--- config.mk ---
export PLATFORM = sky130hd
export DESIGN_NAME = if_stage
export DESIGN_NICKNAME = d
export VERILOG_FILES = /design/src/rtl/if_stage_pkg.sv /design/src/rtl/fetch_fifo.sv /design/src/rtl/if_stage.sv
export SDC_FILE = /design/constraint.sdc
export NUM_CORES = 1
export LEC_CHECK = 0
export CORE_MARGIN = 8
export CORE_UTILIZATION = 50
export DETAILED_ROUTE_END_ITERATION = 10
export GPL_TIMING_DRIVEN = 0
export PLACE_DENSITY = 0.77
export SLEW_MARGIN = 10
export SYNTH_ARGS = -nofsm -noshare
export SYNTH_HDL_FRONTEND = slang
export SYNTH_SLANG_ARGS = --single-unit
--- constraint.sdc ---
create_clock -name clk -period 4.3 [get_ports clk]
set_input_delay 1.075 -clock clk [delete_from_list [all_inputs] [get_ports clk]]
set_output_delay 1.075 -clock clk [all_outputs]
set_load 0.01 [all_outputs]
--- src/rtl/if_stage_pkg.sv ---
// Shared constants and the fetch-queue entry type for the instruction-fetch stage.
// No logic of its own.
// Imported by if_stage and its bench.
package if_stage_pkg;

  localparam int PC_W           = 16;
  localparam int INST_W         = 32;
  localparam int DEF_FQ_DEPTH   = 4;
  localparam logic [PC_W-1:0] DEF_RESET_PC = 16'h0000;

  typedef struct packed {
    logic [PC_W-1:0]   pc;
    logic [INST_W-1:0] inst;
  } fq_entry_t;

endpackage

--- src/rtl/fetch_fifo.sv ---
// Small synchronous FIFO holding fetched {pc, inst} entries; flush beats push/pop.
// Latency: a pushed word is visible at head the cycle after the push edge.
// No internal backpressure: the caller's credit scheme keeps push off when full.
module fetch_fifo #(
  parameter int DEPTH = 4,
  parameter int W     = 48
) (
  input  logic                     clk,
  input  logic                     rst,
  input  logic                     push,
  input  logic [W-1:0]             push_data,
  input  logic                     pop,
  input  logic                     flush,
  output logic [W-1:0]             head_data,
  output logic [$clog2(DEPTH):0]   count
);

  localparam int AW = $clog2(DEPTH);
  localparam int CW = AW + 1;

  logic [W-1:0]  mem [DEPTH];
  logic [AW-1:0] head;
  logic [AW-1:0] tail;

  // Pointer and occupancy update; flush empties the queue regardless of push/pop.
  always_ff @(posedge clk or posedge rst) begin
    if (rst) begin
      head  <= '0;
      tail  <= '0;
      count <= '0;
    end else if (flush) begin
      head  <= '0;
      tail  <= '0;
      count <= '0;
    end else begin
      if (push) tail <= tail + AW'(1);
      if (pop)  head <= head + AW'(1);
      unique case ({push, pop})
        2'b10:   count <= count + CW'(1);
        2'b01:   count <= count - CW'(1);
        default: count <= count;
      endcase
    end
  end

  // Storage write; contents need no reset because count gates every read.
  always_ff @(posedge clk) begin
    if (push && !flush) mem[tail] <= push_data;
  end

  assign head_data = mem[head];

endmodule

--- src/rtl/if_stage.sv ---
// Instruction fetch: sequential PC generation, fixed 1-cycle imem, fetch queue to decode.
// Latency: request in t, response in t+1, IF_valid in t+2; redirect restarts fetch next cycle.
// Requests are credit-limited so queued plus in-flight words never exceed FQ_DEPTH.
module if_stage
  import if_stage_pkg::*;
#(
  parameter int              FQ_DEPTH = DEF_FQ_DEPTH,
  parameter logic [PC_W-1:0] RESET_PC = DEF_RESET_PC
) (
  input  logic              clk,
  input  logic              rst,
  output logic              im_req_valid,
  output logic [PC_W-1:0]   im_req_addr,
  input  logic              im_resp_valid,
  input  logic [INST_W-1:0] im_resp_inst,
  input  logic              mispredict,
  input  logic [PC_W-1:0]   redirect_pc,
  output logic [PC_W-1:0]   IF_out_pc,
  output logic [INST_W-1:0] IF_out_inst,
  output logic              IF_valid,
  input  logic              DC_ready
);

  localparam int CW = $clog2(FQ_DEPTH) + 1;

  logic [PC_W-1:0] pc_q;
  logic [PC_W-1:0] req_pc_q;
  logic            pend_q;
  logic [CW-1:0]   count;
  logic [CW:0]     credits_used;
  logic            push;
  logic            pop;
  fq_entry_t       push_e;
  fq_entry_t       head_e;

  // The in-flight request already owns a queue slot, so it counts against credit.
  assign credits_used = {1'b0, count} + (CW+1)'(pend_q);
  assign im_req_valid = !rst && !mispredict && (credits_used < (CW+1)'(FQ_DEPTH));
  assign im_req_addr  = pc_q;

  assign push        = pend_q && im_resp_valid && !mispredict;
  assign push_e.pc   = req_pc_q;
  assign push_e.inst = im_resp_inst;

  assign IF_valid    = (count != '0) && !mispredict;
  assign pop         = IF_valid && DC_ready;
  assign IF_out_pc   = IF_valid ? head_e.pc   : '0;
  assign IF_out_inst = IF_valid ? head_e.inst : '0;

  // PC sequencing and in-flight tracking; a redirect reloads the PC and forgets the pending word.
  always_ff @(posedge clk or posedge rst) begin
    if (rst) begin
      pc_q     <= RESET_PC;
      req_pc_q <= '0;
      pend_q   <= 1'b0;
    end else if (mispredict) begin
      pc_q   <= redirect_pc;
      pend_q <= 1'b0;
    end else if (im_req_valid) begin
      pc_q     <= pc_q + PC_W'(4);
      req_pc_q <= pc_q;
      pend_q   <= 1'b1;
    end else begin
      pend_q <= 1'b0;
    end
  end

  fetch_fifo #(
    .DEPTH (FQ_DEPTH),
    .W     ($bits(fq_entry_t))
  ) u_fq (
    .clk       (clk),
    .rst       (rst),
    .push      (push),
    .push_data (push_e),
    .pop       (pop),
    .flush     (mispredict),
    .head_data (head_e),
    .count     (count)
  );

endmodule

==> summary.txt, run 1 <==
Drt
  – Routed vias: 5143
  – Via density: 5.69
  – DR pass1 iterations: 4
  – DRC: 0
  – DRT Wirelength: 20000 um
  – Avg WL per Cell: 22.1 um
  – Post-route ant nets: 0
  – Initial DRC count: 328

Global routing
  – Vias in the first global route: ~5600
  – First-pass GRT wire length: 31000 um
  – Largest net degree at the start of global routing: 25
  – Grt ovf: 0
  – Initial antenna violation count: 1
  – GR Util All Layers: 17.7%

Logic synthesis
  – Post-Syn Area per Cell: 18.8 sq um
  – Cells after Synth: between 400 and 500
  – Post-synthesis net count: around 550
  – Yosys warning count: 0
  – Post-synth top flop: edfxtp_1
  – Register area share after synthesis: 73.6%
  – Yosys reg bits: around 230
  – Cell area after synthesis: 9190 sq um
  – Asr flop ratio synth: 17.2%
  – Post-synth EDFFs: 192
  – Yosys cell types: 39

CTS
  – Cts hold-fix bufs: 0
  – Root Driver: clkbuf_16
  – Cts bufs inserted: 25
  – Htree depth: 1
  – TritonCTS clock tree: built
  – Clock-pin slew on the worst setup and hold paths: 0.06 ns
  – CTS max path bufs: 3
  – Resize count post-CTS: 1
  – Clock sink total: 232
  – Total setup buffers inserted after CTS: 0
  – Clk_lat worst skew: 0.51 ns

Die
  – # IOs: 119
  – Die Ht: 152 um
  – Row cnt: 49
  – CORE AREA: 18000 sq um
  – Die width: 152 um
  – Die area: around 23000 sq um
  – Initial Util: 51.0%

Setup path
  – R2R depth: 6
  – WP buf/inv: 5
  – WP data required: 3.22 ns
  – CP Capture Type: output port
  – Arr. time, crit path: 3.03 ns
  – Crit path cell chain: clkbuf_1 > inv_1 > clkbuf_2 > clkbuf_1 > and3_1 > clkdlybuf4s50_1
  – Reg2Reg Setup Slack: between 1.5 and 2 ns
  – Max incr delay on CP: approximately 0.56 ns
  – Slowest CP cell: clkdlybuf4s50_1
  – Crit-path most repeated cell: clkbuf_1
  – Startpoint types: primary input
  – Worst-path maximum fanout: 10
  – WS Path Type: primary input to output port
  – RR Startpoint: pend_q
  – R2R Path End: u_fq.mem[2][21]
  – Cell family with most CP delay: buffers and inverters

Status
  – Outcome: finished, final reports clean

Final layout
  – Proportion of layout cells with a drive suffix above 1: 22.8%
  – Most common cell after layout, fill and taps aside: edfxtp_1
  – Nets: 715
  – # diodes: 0
  – Most frequent cells in the layout: edfxtp_1 (192), clkdlybuf4s50_1 (116), mux4_2 (49), and3_1 (49), dfrtp_1 (40)
  – Area grow syn2layout: 27.8%
  – Fillers: 1232

Place
  – Hpwl dp: around 14000 um
  – GPL Wtd Cong: 0.772
  – I/O Buffers: between 100 and 150
  – Pre-CTS setup slack: -0.0584 ns

STA
  – Post-route setup slack: around 0.19 ns
  – TNS Setup: 0 ns
  – Final setup skew: about 0.011 ns
  – Setup Viol. Count Final: 0
  – FMAX: 243 MHz
  – Final max-slew violation count: 0
  – Final hold vios: 0
  – Part of the cycle the worst path needs: 95.6%
  – Worst slew margin: 43.8%
  – RSZ-0062 raised after global routing: false
  – Worst slew pin tran: ~0.84 ns
  – Tmin final: slightly above 4 ns

Pwr
  – Max IR drop VDD: 0.000274 V
  – P_leak: 0.00414 uW
  – Pwr dens: around 430 nW/um^2

Hold path
  – HP Class: register to register
  – Hold Path Origin: req_pc_q[14]
  – Hold-critical path endpoint: u_fq.mem[1][46]
  – Hold depth: 0

Job
  – Maxcap violations: 0
## sequential cells by signal, summed over array words and instances, names as in the netlist
| signal | count |
|---|---|
| u_fq.count | 3 |
| u_fq.mem | 192 |
| im_req_addr | 16 |
| u_fq.tail | 2 |
| u_fq.head | 2 |
| req_pc_q | 16 |
| pend_q | 1 |
## cells by family (layout without fill, tap and decap cells)
group | after synthesis | after routing | synth area share (%)
flops | 232 | 232 | 73.6
simple gates | 107 | 107 | 6.66
mux | 70 | 70 | 14.6
buf+inv | 36 | 223 | 1.58
compound gates | 27 | 27 | 1.74
xor+xnor | 10 | 10 | 0.953
fa+ha+maj | 6 | 6 | 0.898
## per-layer routing
layer	global-route usage, %	part of all wire (%)
met3	4.37	7.3
met1	22.3	41
met5	0	0.045
met4	4.16	1.1
met2	30.4	50
## worst max path at each step
stage,from,depth (start not counted),slack [ns],end
floorplan,mispredict,4,-1.41,u_fq.mem[0][0]
global placement,im_resp_valid,4,-4.56,u_fq.mem[1][22]
detailed placement,mispredict,6,-0.06,IF_out_inst[25]
CTS,mispredict,6,0.17,IF_out_inst[25]
global route,mispredict,6,0.04,IF_out_inst[25]
finish,mispredict,6,0.19,IF_out_inst[25]
## per-stage QoR
| step | hold WS (ns) | area, sq um | cells | power (uW) | util [%] |
|---|---|---|---|---|---|
| 2_1_floorplan | 0.472 | 9190 | 488 | 2800 | - |
| 4_1_cts | 0.520 | 11700 | 904 | 5120 | 65.2 |
| 3_5_place_dp | 0.507 | 10900 | 858 | 3000 | 60.5 |
| 6_report | 0.515 | 11700 | 904 | 5070 | 65.2 |
| 5_1_grt | 0.537 | 11700 | 904 | 5240 | 65.2 |
| 3_3_place_gp | 0.486 | 10600 | 833 | 2970 | 59.0 |
## cell type report
cell class                 instances  area [sq um]  area share [%]
clock buffer                      34           742            6.32
inverter                           4          15.0           0.128
tap                              229           287            2.44
multi-input combinational        220          2300            19.6
timing repair buffer             141          1400            11.9
clock inverter                    12           103           0.873
buffer                            32           131            1.12
sequential                       232          6770            57.6
## cells in the mapped netlist (2+ instances only)
cell	instances	area share [%]
mux2i_1	2	0.22
nand2_1	17	0.69
or3_1	4	0.27
nor3b_1	4	0.33
a31oi_1	6	0.41
nor2_1	8	0.33
xor2_1	6	0.57
inv_1	4	0.16
mux4_2	49	12
edfxtp_1	192	63
mux2_2	19	2.3
buf_2	7	0.38
ha_1	5	0.68
nand3_1	7	0.38
and2_1	3	0.20
a21oi_1	3	0.16
clkbuf_1	23	0.94
o21ai_0	13	0.71
and3_1	49	3.3
nand4_1	6	0.41
xnor2_1	4	0.38
dfrtp_1	40	11
## report_power, final
group	switching [uW]	internal, uW
sequential	68.2	2530
clock	839	1280
combinational	162	193
total	1070	4000
## worst register-to-register path: cells and delay by family, from the launching register on
family,cells,cell delay [ns]
simple gates,2,0.89
flops,1,0.40
buf+inv,4,1.01
(Power assumes the default switching activity.)
==> run 2, diff against run 1 <==
- SKIP_CTS_REPAIR_TIMING: unset -> 1
==> results of run 2 <==
No change in the layout: final DEF, timing and power equal those of run 1.
